$ cat src/rtl/sdram_scheduler.sv
// sdram_scheduler: shares the single-word SDRAM controller command port
// between a write requester and a read requester. It also runs the power-up
// init sequence and inserts periodic auto-refresh. Each command owns a fixed
// time slot, and all outputs are registered.
module sdram_scheduler #(
  parameter int          ASIZE      = 25,
  parameter int          DSIZE      = 16,
  parameter int          INIT_WAIT  = 20000,
  parameter int          REF_PERIOD = 1560,
  parameter int          CMD_SLOT   = 8,
  parameter int          REF_SLOT   = 10,
  parameter int          RD_LAT     = 6,
  parameter logic [12:0] MODE_WORD  = 13'h020
) (
  input  logic               clk,
  input  logic               reset,
  output logic               init_done,
  input  logic               wr_req,
  input  logic [ASIZE-1:0]   wr_addr,
  input  logic [DSIZE-1:0]   wr_data,
  input  logic [DSIZE/8-1:0] wr_dm,
  output logic               wr_gnt,
  input  logic               rd_req,
  input  logic [ASIZE-1:0]   rd_addr,
  output logic               rd_gnt,
  output logic [DSIZE-1:0]   rd_data,
  output logic               rd_valid,
  output logic [2:0]         sdr_cmd,
  output logic [ASIZE-1:0]   sdr_addr,
  output logic [DSIZE-1:0]   sdr_datain,
  output logic [DSIZE/8-1:0] sdr_dm,
  input  logic [DSIZE-1:0]   sdr_dataout
);

  localparam logic [2:0] CMD_NOP       = 3'b000;
  localparam logic [2:0] CMD_READA     = 3'b001;
  localparam logic [2:0] CMD_WRITEA    = 3'b010;
  localparam logic [2:0] CMD_REFRESH   = 3'b011;
  localparam logic [2:0] CMD_PRECHARGE = 3'b100;
  localparam logic [2:0] CMD_LOAD_MODE = 3'b101;

  // One counter serves the init wait and every slot, so size it for the longest.
  localparam int CNT_MAX = (INIT_WAIT > REF_SLOT) ?
                           ((INIT_WAIT > CMD_SLOT) ? INIT_WAIT : CMD_SLOT) :
                           ((REF_SLOT > CMD_SLOT) ? REF_SLOT : CMD_SLOT);
  localparam int CNT_W = $clog2(CNT_MAX + 1);
  localparam int REF_W = $clog2(REF_PERIOD + 1);
  localparam int LAT_W = (RD_LAT < 3) ? 2 : $clog2(RD_LAT + 1);

  localparam logic [CNT_W-1:0] WAIT_END = CNT_W'(INIT_WAIT);
  localparam logic [CNT_W-1:0] REF_END  = CNT_W'(REF_SLOT - 1);
  localparam logic [CNT_W-1:0] CMD_END  = CNT_W'(CMD_SLOT - 1);
  localparam logic [REF_W-1:0] REF_LOAD = REF_W'(REF_PERIOD);
  localparam logic [LAT_W-1:0] LAT_END  = LAT_W'(RD_LAT);

  // PRECHARGE with A10 set closes all banks.
  localparam logic [ASIZE-1:0] PRE_ALL_ADDR = ASIZE'(11'h400);
  localparam logic [ASIZE-1:0] MODE_ADDR    = ASIZE'(MODE_WORD);

  typedef enum logic [2:0] {
    S_WAIT,
    S_PRE,
    S_REF1,
    S_REF2,
    S_LMR,
    S_IDLE,
    S_SLOT
  } state_t;

  state_t           state;
  logic [CNT_W-1:0] cnt;
  logic             slot_ref;
  logic [REF_W-1:0] ref_cnt;
  logic             ref_pending;
  logic             prefer_rd;
  logic             grant_wr;
  logic             grant_rd;
  logic             rd_busy;
  logic [LAT_W-1:0] rd_cnt;

  // Round-robin pick between the two ports; on a tie, the port not served last wins.
  always_comb begin
    grant_wr = 1'b0;
    grant_rd = 1'b0;
    if (wr_req && rd_req) begin
      grant_wr = !prefer_rd;
      grant_rd = prefer_rd;
    end else begin
      grant_wr = wr_req;
      grant_rd = rd_req;
    end
  end

  // Init sequence, slot sequencing, arbitration and refresh timer.
  always_ff @(posedge clk) begin
    if (reset) begin
      state       <= S_WAIT;
      cnt         <= '0;
      slot_ref    <= 1'b0;
      ref_cnt     <= '0;
      ref_pending <= 1'b0;
      prefer_rd   <= 1'b0;
      init_done   <= 1'b0;
      sdr_cmd     <= CMD_NOP;
      sdr_addr    <= '0;
      sdr_datain  <= '0;
      sdr_dm      <= '0;
      wr_gnt      <= 1'b0;
      rd_gnt      <= 1'b0;
    end else begin
      // Commands and grants are single-cycle; address/data stay held.
      sdr_cmd <= CMD_NOP;
      wr_gnt  <= 1'b0;
      rd_gnt  <= 1'b0;

      case (state)
        S_WAIT: begin
          if (cnt == WAIT_END) begin
            state    <= S_PRE;
            cnt      <= '0;
            sdr_cmd  <= CMD_PRECHARGE;
            sdr_addr <= PRE_ALL_ADDR;
          end else begin
            cnt <= cnt + 1'b1;
          end
        end

        S_PRE: begin
          if (cnt == REF_END) begin
            state    <= S_REF1;
            cnt      <= '0;
            sdr_cmd  <= CMD_REFRESH;
            sdr_addr <= '0;
          end else begin
            cnt <= cnt + 1'b1;
          end
        end

        S_REF1: begin
          if (cnt == REF_END) begin
            state    <= S_REF2;
            cnt      <= '0;
            sdr_cmd  <= CMD_REFRESH;
            sdr_addr <= '0;
          end else begin
            cnt <= cnt + 1'b1;
          end
        end

        S_REF2: begin
          if (cnt == REF_END) begin
            state    <= S_LMR;
            cnt      <= '0;
            sdr_cmd  <= CMD_LOAD_MODE;
            sdr_addr <= MODE_ADDR;
          end else begin
            cnt <= cnt + 1'b1;
          end
        end

        S_LMR: begin
          if (cnt == CMD_END) begin
            state     <= S_IDLE;
            cnt       <= '0;
            init_done <= 1'b1;
            ref_cnt   <= REF_LOAD;
          end else begin
            cnt <= cnt + 1'b1;
          end
        end

        S_IDLE: begin
          cnt <= '0;
          if (ref_pending) begin
            state       <= S_SLOT;
            slot_ref    <= 1'b1;
            ref_pending <= 1'b0;
            sdr_cmd     <= CMD_REFRESH;
            sdr_addr    <= '0;
          end else if (grant_wr) begin
            state      <= S_SLOT;
            slot_ref   <= 1'b0;
            prefer_rd  <= 1'b1;
            sdr_cmd    <= CMD_WRITEA;
            sdr_addr   <= wr_addr;
            sdr_datain <= wr_data;
            sdr_dm     <= wr_dm;
            wr_gnt     <= 1'b1;
          end else if (grant_rd) begin
            state     <= S_SLOT;
            slot_ref  <= 1'b0;
            prefer_rd <= 1'b0;
            sdr_cmd   <= CMD_READA;
            sdr_addr  <= rd_addr;
            rd_gnt    <= 1'b1;
          end
        end

        S_SLOT: begin
          if (cnt == (slot_ref ? REF_END : CMD_END)) begin
            state <= S_IDLE;
            cnt   <= '0;
          end else begin
            cnt <= cnt + 1'b1;
          end
        end

        default: begin
          state <= S_WAIT;
          cnt   <= '0;
        end
      endcase

      // Refresh timer sits after the FSM so that a fresh expiry overrides the
      // clear from a refresh issued in the same cycle. The reload replaces the
      // zero the count would otherwise reach, giving exactly REF_PERIOD cycles.
      if (init_done) begin
        if (ref_cnt <= REF_W'(1)) begin
          ref_pending <= 1'b1;
          ref_cnt     <= REF_LOAD;
        end else begin
          ref_cnt <= ref_cnt - 1'b1;
        end
      end
    end
  end

  // Read return: capture controller data RD_LAT cycles after the READA cycle.
  always_ff @(posedge clk) begin
    if (reset) begin
      rd_busy  <= 1'b0;
      rd_cnt   <= '0;
      rd_valid <= 1'b0;
      rd_data  <= '0;
    end else begin
      rd_valid <= 1'b0;
      // rd_gnt is high during the READA cycle, so this edge is latency 1 and the count starts at 2.
      if (rd_gnt) begin
        rd_busy <= 1'b1;
        rd_cnt  <= LAT_W'(2);
      end else if (rd_busy) begin
        if (rd_cnt == LAT_END) begin
          rd_busy  <= 1'b0;
          rd_valid <= 1'b1;
          rd_data  <= sdr_dataout;
        end else begin
          rd_cnt <= rd_cnt + 1'b1;
        end
      end
    end
  end

endmodule

$ cat config.mk
export PLATFORM = sky130hd
export DESIGN_NAME = sdram_scheduler
export DESIGN_NICKNAME = d
export VERILOG_FILES = /design/src/rtl/sdram_scheduler.sv
export SDC_FILE = /design/constraint.sdc
export NUM_CORES = 1
export LEC_CHECK = 0
export CORE_ASPECT_RATIO = 0.75
export CORE_MARGIN = 2
export CORE_UTILIZATION = 45
export DETAILED_ROUTE_END_ITERATION = 10
export HOLD_SLACK_MARGIN = 0.12
export PLACE_DENSITY = 0.82
export SYNTH_ARGS = -nofsm -noshare
export SYNTH_HDL_FRONTEND = slang
export SYNTH_SLANG_ARGS = --single-unit
$ cat constraint.sdc
create_clock -name clk -period 2.49 [get_ports clk]
set_clock_uncertainty 0.1 [all_clocks]
set_input_delay 0.498 -clock clk [delete_from_list [all_inputs] [get_ports clk]]
set_output_delay 0.498 -clock clk [all_outputs]
set_load 0.01 [all_outputs]
==> flow_summary.ini <==
[clock_tree]
cts_setup_buffers = 0
cts_sinks = 102
cts_root_buffer = clkbuf_16
cts_hold_buf = 0
cts_buffers = 9
clock_latency_ns = 0.34
cts_tree = built
clock_tree.buffer_depth = 2
path_clk_slew_ns = 0.07
htree_levels = 3

[logic_synthesis]
synth-edff-count = 0
yosysTopAreaCell = dfxtp_1
yosysUniqueCellTypes = 66
synthTopCellsByArea = dfxtp_1 46%, nand2_1 7.7%, a21oi_1 6.2%
synth-seq-cells = 102
syn-num-nets = 617
synth_top_area_share_pct = 45.9
synth_flop_cell = dfxtp_1
ys_seq_area_share_pct = 45.9
ys_warn_count = 0
syn_inst = 524
synth_area_mm2 = 0.00445
avgSynthCellArea_um2 = 8.50
synthArstFlopShare_pct = 0

[place]
post-place-ws_ns = -0.268
placed_area_mm2 = 0.00623
io_buffers = 153
place_hpwl_um = 8890
place_congestion = 0.859

[timing]
worst_pin_slew_ns = 0.808
finalCritPeriodShare_pct = 91.3
min_period_ns = 2.27
max_slew_margin_pct = 46.1
rsz0062_at_grt = false
setup_ws_ns = 0.217
fmax_mhz = 440
setup_viol = 0
maxSlewViolCount = 0
hold_viol_final = 0

[worst_setup_path]
crit_buf_inv = 0
arrival_ns = 2.35
crit_fanout = 20
cpPeakStageDelay_ns = 0.65
cp_slowest_cell = nor2_2
start_kind = flip-flop
crit_type = reg2reg
cp_top_family = simple AND/OR/NAND/NOR gates
cp.depth = 5
cp-end-kind = flip-flop
rr_startpoint = cnt[4]$_SDFF_PP0_
critical_path_required_ns = 2.57
endpoint = sdr_addr[10]$_SDFFE_PP0P_
ff2ff_path_depth = 5
path_cells = nor4_2 > and4_2 > o22ai_2 > nor2_2 > a311oi_1
startpoint = cnt[4]$_SDFF_PP0_
ff2ff_setup_slack_ns = 0.22
worst_r2r_endpoint = sdr_addr[10]$_SDFFE_PP0P_

[global_route]
grt_pass1_wl_um = 20400
track_usage_pct = 22.9
antenna_found_initial = 0
grt_pass1_vias = 4274
grt.overflow.total = 0
grt_max_degree = 46

[min_path]
hold_class = reg2reg
min_from = sdr_datain[7]$_SDFFE_PP0P_
worstHoldPathCells = 2

[routing]
firstDrtPassIters = 5
vias = 4438
drt_iter0_drc = 314
drc = 0
vias_per_cell = 5.41
ant_nets = 0
wire_per_inst_um = 14.7
drt_wl_total_um = 12100

[final_layout]
antenna_cells = 0
drive_above_1_share_pct = 9.30
fin_nets = 776
design_area_mm2 = 0.00651
syn_to_final_growth_pct = 46.2

[floorplanning]
die_area_mm2 = 0.0107
rows = 31
die_w_um = 119
die_y_um = 90.1
core_mm2 = 0.00966
start_util_pct = 46.1
io_pins = 154

[job]
max_cap_viol_count = 0

[status]
status = complete, no violations

[pwr]
powerDensity_mw_per_mm2 = 559
peakVddDrop_uv = 369
power.leakage_nw = 2.45
==> state kept, by name, summed over array words and instances (netlist names) <==
name / flops
prefer_rd: 1
rd_gnt: 1
init_done: 1
sdr_datain: 16
rd_cnt: 3
sdr_cmd: 3
rd_busy: 1
sdr_dm: 2
ref_cnt: 11
state: 3
wr_gnt: 1
cnt: 15
slot_ref: 1
sdr_addr: 25
rd_data: 16
ref_pending: 1
rd_valid: 1
==> per-layer routing <==
layer | GRT usage, % | part of all wire, % | up-vias
li1 | - | - | 2181
met1 | 29.1 | 44 | 2061
met2 | 38.1 | 47 | 177
met3 | 6.03 | 7.4 | 19
met4 | 6.94 | 1.5 | 0
met5 | 0 | 0 | -
==> layout make-up <==
class / instances / area (µm²)
clock buffer: 10 / 229
clock inverter: 6 / 43.8
fill: 764 / 3150
inverter: 10 / 37.5
multi-input combinational: 381 / 2230
sequential: 102 / 2040
tap: 132 / 165
timing repair buffer: 179 / 1760
==> cell usage after synthesis, types with 2 or more instances <==
master     count
o21a_1         4
mux2_2         2
ha_1           5
nand4_1        4
nor2_1        59
a211o_1        2
a21bo_2        2
xnor2_1        6
and3_1         3
nand2b_1       3
a22oi_1       25
nand2_1       91
o31ai_1        2
o21ba_2        2
xor2_1         8
nand3_1       13
dfxtp_1      102
o2bb2ai_1      3
a211oi_1       4
and4_1         2
or3_1          3
o21ai_0        7
a21oi_1       55
and4_2         2
a41oi_1        2
inv_1         10
o22a_1        19
a31oi_1        5
clkbuf_1      16
nor3_1        15
buf_2         12
nor4bb_1       2
==> through the flow <==
| step | utilization [%] | hold slack, ns | cells | power [W] | setup TNS [ns] |
|---|---|---|---|---|---|
| floorplan | - | 0.356 | 524 | 0.00203 | 0 |
| global placement | 64.5 | 0.342 | 804 | 0.00236 | -2.68 |
| detailed placement | 64.5 | 0.348 | 804 | 0.00237 | -3.86 |
| CTS | 67.4 | 0.358 | 820 | 0.00366 | 0 |
| global route | 67.4 | 0.379 | 820 | 0.00378 | 0 |
| finish | 67.4 | 0.356 | 820 | 0.00364 | 0 |
==> cells by family (layout without fill, tap and decap cells) <==
logic type	Yosys count	count (layout)	synth area share, %
buffers and inverters	41	205	4.05
DFF	102	102	45.9
and+or+nand+nor	212	212	22.4
adders and majority gates	5	5	1.41
xor gates and xnor gates	14	14	2.75
AOI/OAI and AO/OA	147	147	22.8
muxes	3	3	0.731
==> how the worst min path moves through the flow <==
stage / end
after floorplan: cnt[0]$_SDFF_PP0_
after global placement: sdr_datain[11]$_SDFFE_PP0P_
after detailed placement: rd_data[12]$_SDFFE_PP0P_
after CTS: rd_data[12]$_SDFFE_PP0P_
after global routing: rd_data[15]$_SDFFE_PP0P_
final: sdr_datain[7]$_SDFFE_PP0P_
==> placed cells by master (no fill, tap or decap), types with 3 or more instances in the layout <==
cell type	Yosys	routed
o22a_1	19	19
nand2_1	91	91
o2bb2ai_1	3	3
xor2_1	8	8
xnor2_1	6	6
a22oi_1	25	25
nand4_1	4	4
a211oi_1	4	4
clkbuf_16	0	9
and3_1	3	3
ha_1	5	5
nand3_1	13	13
o21a_1	4	4
or3_1	3	3
dfxtp_1	102	102
clkdlybuf4s50_1	0	152
nor2_1	59	58
o21ai_0	7	7
buf_12	0	3
nor3_1	15	15
a21oi_1	55	55
a31oi_1	5	5
nand2b_1	3	3
inv_1	10	10
buf_4	1	23
==> worst min-delay path, cell delays in order (launching register included) <==
cell     delay (ns)
dfxtp_1        0.31
nand2_1        0.05
a21oi_1        0.05
==> power by group <==
part | switching, W | internal (W) | total, W
combinational | 0.000241 | 0.000351 | 0.000593
clock | 0.000616 | 0.000684 | 0.00130
sequential | 0.0000468 | 0.00170 | 0.00175
total | 0.000904 | 0.00273 | 0.00364
==> timing repair <==
item | 4_1_cts | 5_1_grt
hold endpoints to repair | 0 | 0
endpoints found under the setup margin | 20 | 0
gates resized for setup | 1 | 0
No activity file was read; power rests on OpenSTA's default activity.
==> RTL edit: new RTL, config.mk and constraints unchanged <==
The parameter `MODE_WORD` goes from 13'h020 to 13'h018.
--- a/src/rtl/sdram_scheduler.sv
+++ b/src/rtl/sdram_scheduler.sv
@@ -10,7 +10,7 @@
   parameter int          CMD_SLOT   = 8,
   parameter int          REF_SLOT   = 10,
   parameter int          RD_LAT     = 6,
-  parameter logic [12:0] MODE_WORD  = 13'h020
+  parameter logic [12:0] MODE_WORD  = 13'h018
 ) (
   input  logic               clk,
   input  logic               reset,
Function: same outputs for any inputs over 10 cycles, from zero or initial values and one cycle with reset high; that may be too few to reach the edited logic, so the function may still have changed.
==> RTL edit against the unedited design <==
Core utilization shrank 0.13 points. Sequential cell count is the same. Critical path type unchanged. Setup slack lost 0.083 ns. Largest power group unchanged. Cell area shrank 0.19%. Wire length grew 3.0%. Area after synthesis grew 0.53%. Power grew 18%. Non-clock buffer count shrank 9.
==> RTL edit: results (changes against the unedited design) <==
* Status: complete, no violations (unchanged)
* Global-route wire length before repair at 20000 um (was 20400 um)
* Vias in the first global route at 4197 (was 4274)
* DP HPWL at 8790 um (was 8890 um)
* Maximum root-to-sink buffer count at 2 (unchanged)
* Grt ovf at 0 (unchanged)
* Largest net degree at the start of global routing at 69 (was 46)
* N_diodes at 0 (unchanged)
* Unique masters post-synth at 61 (was 66)
* Main area contributors after synthesis: dfxtp_1 (46%), nand2_1 (11%), a21oi_1 (8.7%) (was dfxtp_1 (46%), nand2_1 (7.7%), a21oi_1 (6.2%))
* Critical Path AT at 2.52 ns (was 2.35 ns)
* Fin nets at 792 (was 776)
* Port buffer count at 153 (unchanged)
* Yosys warning count at 0 (unchanged)
* H-tree depth at 3 (unchanged)
* Syn_nets at 642 (was 617)
* Clk Tree Root Cell: clkbuf_16 (unchanged)
* Crit start category: flip-flop (unchanged)
* Post-CTS Resized at 0 (was 1)
* Layout cell share with drive strength beyond 1 at 0.0640 (was 0.0930)
* Top cell type's share of synthesized area at 0.456 (was 0.459)
* Ys async rst share at 0 (unchanged)
* All-Layer GR Usage at 0.226 (was 0.229)
* Pleak at 0.00245 uW (about the same)
* Worst-Skew Late Latency at 0.34 ns (about the same)
* Worst Max-Slew Pin Slew at 0.789 ns (was 0.808 ns)
* Worst VDD drop at 449 uV (was 369 uV)
* Main synth FF type: dfxtp_1 (unchanged)
* Top Registers: sdr_addr: 25 flops, rd_data: 16 flops, sdr_datain: 16 flops (unchanged)
* Filler cell count at 746 (was 764)
* Initial antenna violation count at 0 (unchanged)
* Largest stage delay on the critical path at 0.53 ns (was 0.65 ns)
* Final Hold Viols at 0 (unchanged)
* Crit-path max FO at 7 (was 20)
* GP Congestion at 0.864 (was 0.859)
* Critical R2R Launch: cnt[0]$_SDFF_PP0_ (was cnt[4]$_SDFF_PP0_)
* First-pass detailed-route iteration total at 4 (was 5)
* Sequential fraction of the synthesis area at 0.456 (was 0.459)
* HP Class: flip-flop to flip-flop (unchanged)
* Worst hold start: sdr_datain[2]$_SDFFE_PP0P_ (was sdr_datain[7]$_SDFFE_PP0P_)
* Critical path's slowest cell: or4_1 (was nor2_2)
* Total Wirelength at 12400 um (was 12100 um)
* CTS clk-pin slew, worst paths at 0.07 ns (about the same)
* Vias per cell at 5.32 (was 5.41)
* Initial DRC Count at 218 (was 314)
* Most frequent cells after synthesis: nand2_1 (127), dfxtp_1 (102), a21oi_1 (78) (was dfxtp_1 (102), nand2_1 (91), nor2_1 (59))
* Total CTS buffers at 9 (unchanged)
[RTL edit: cell type report]
class,instances,area share
Timing Repair Buffer,170,0.257
Clock inverter,5,0.0129
Clock buffer,10,0.0352
Tap cell,132,0.0254
Inverter,7,0.00404
Sequential cell,102,0.314
Multi-Input combinational cell,409,0.352
[RTL edit: what timing repair did]
item | 4_1_cts | 5_1_grt
setup endpoints to repair | 0 | 2
hold buffers | 0 | 0
setup buffers | 0 | 1
[RTL edit: metrics by stage]
step | hold slack (ns) | instance area (um2) | setup WS [ns] | std cells
6_report | 0.354 | 6500 | 0.134 | 835
5_1_grt | 0.371 | 6500 | 0.0468 | 835
4_1_cts | 0.356 | 6490 | 0.144 | 834
3_5_place_dp | 0.346 | 6180 | 0.113 | 819
3_3_place_gp | 0.342 | 6180 | 0.240 | 819
2_1_floorplan | 0.345 | 4480 | 0.477 | 549
[RTL edit: path summary, 6_finish.rpt]
path | endpoint | slack (ns) | depth (start not counted)
worst max-delay path | state[0]$_SDFFE_PP0P_ | 0.13 | 7
worst min register to register | sdr_datain[2]$_SDFFE_PP0P_ | 0.35 | 2
worst min-delay path | sdr_datain[2]$_SDFFE_PP0P_ | 0.35 | 2
worst max register to register | state[0]$_SDFFE_PP0P_ | 0.13 | 7
[RTL edit: per-layer routing]
| layer | up-vias | global-route usage | wire (um) |
|---|---|---|---|
| met5 | - | 0 | 0 |
| met4 | 0 | 0.0823 | 252 |
| met3 | 22 | 0.0650 | 856 |
| met2 | 159 | 0.374 | 5890 |
| met1 | 2046 | 0.281 | 5440 |
| li1 | 2213 | - | - |
[RTL edit: critical path: cells and delay by family, from the launching register on]
family	cells	cell delay [ns]
simple gates	3	1.10
flops	1	0.35
fa+ha+maj	1	0.14
buf+inv	1	0.10
compound gates	2	0.50
[RTL edit: cell families after synthesis]
kind of cell             count (synthesis)  synth area share
adder cells (fa/ha/maj)                  5            0.0140
buffers and inverters                   38            0.0358
flip-flops                             102             0.456
multiplexers                             6            0.0137
AO/OA/AOI/OAI                          142             0.203
AND/OR/NAND/NOR                        242             0.250
XOR/XNOR                                14            0.0274
[RTL edit: where the power goes]
| group | total [uW] | switching [uW] | internal, uW |
|---|---|---|---|
| combinational | 925 | 385 | 540 |
| sequential | 1890 | 109 | 1780 |
| clock | 1480 | 596 | 879 |
| total | 4290 | 1090 | 3200 |
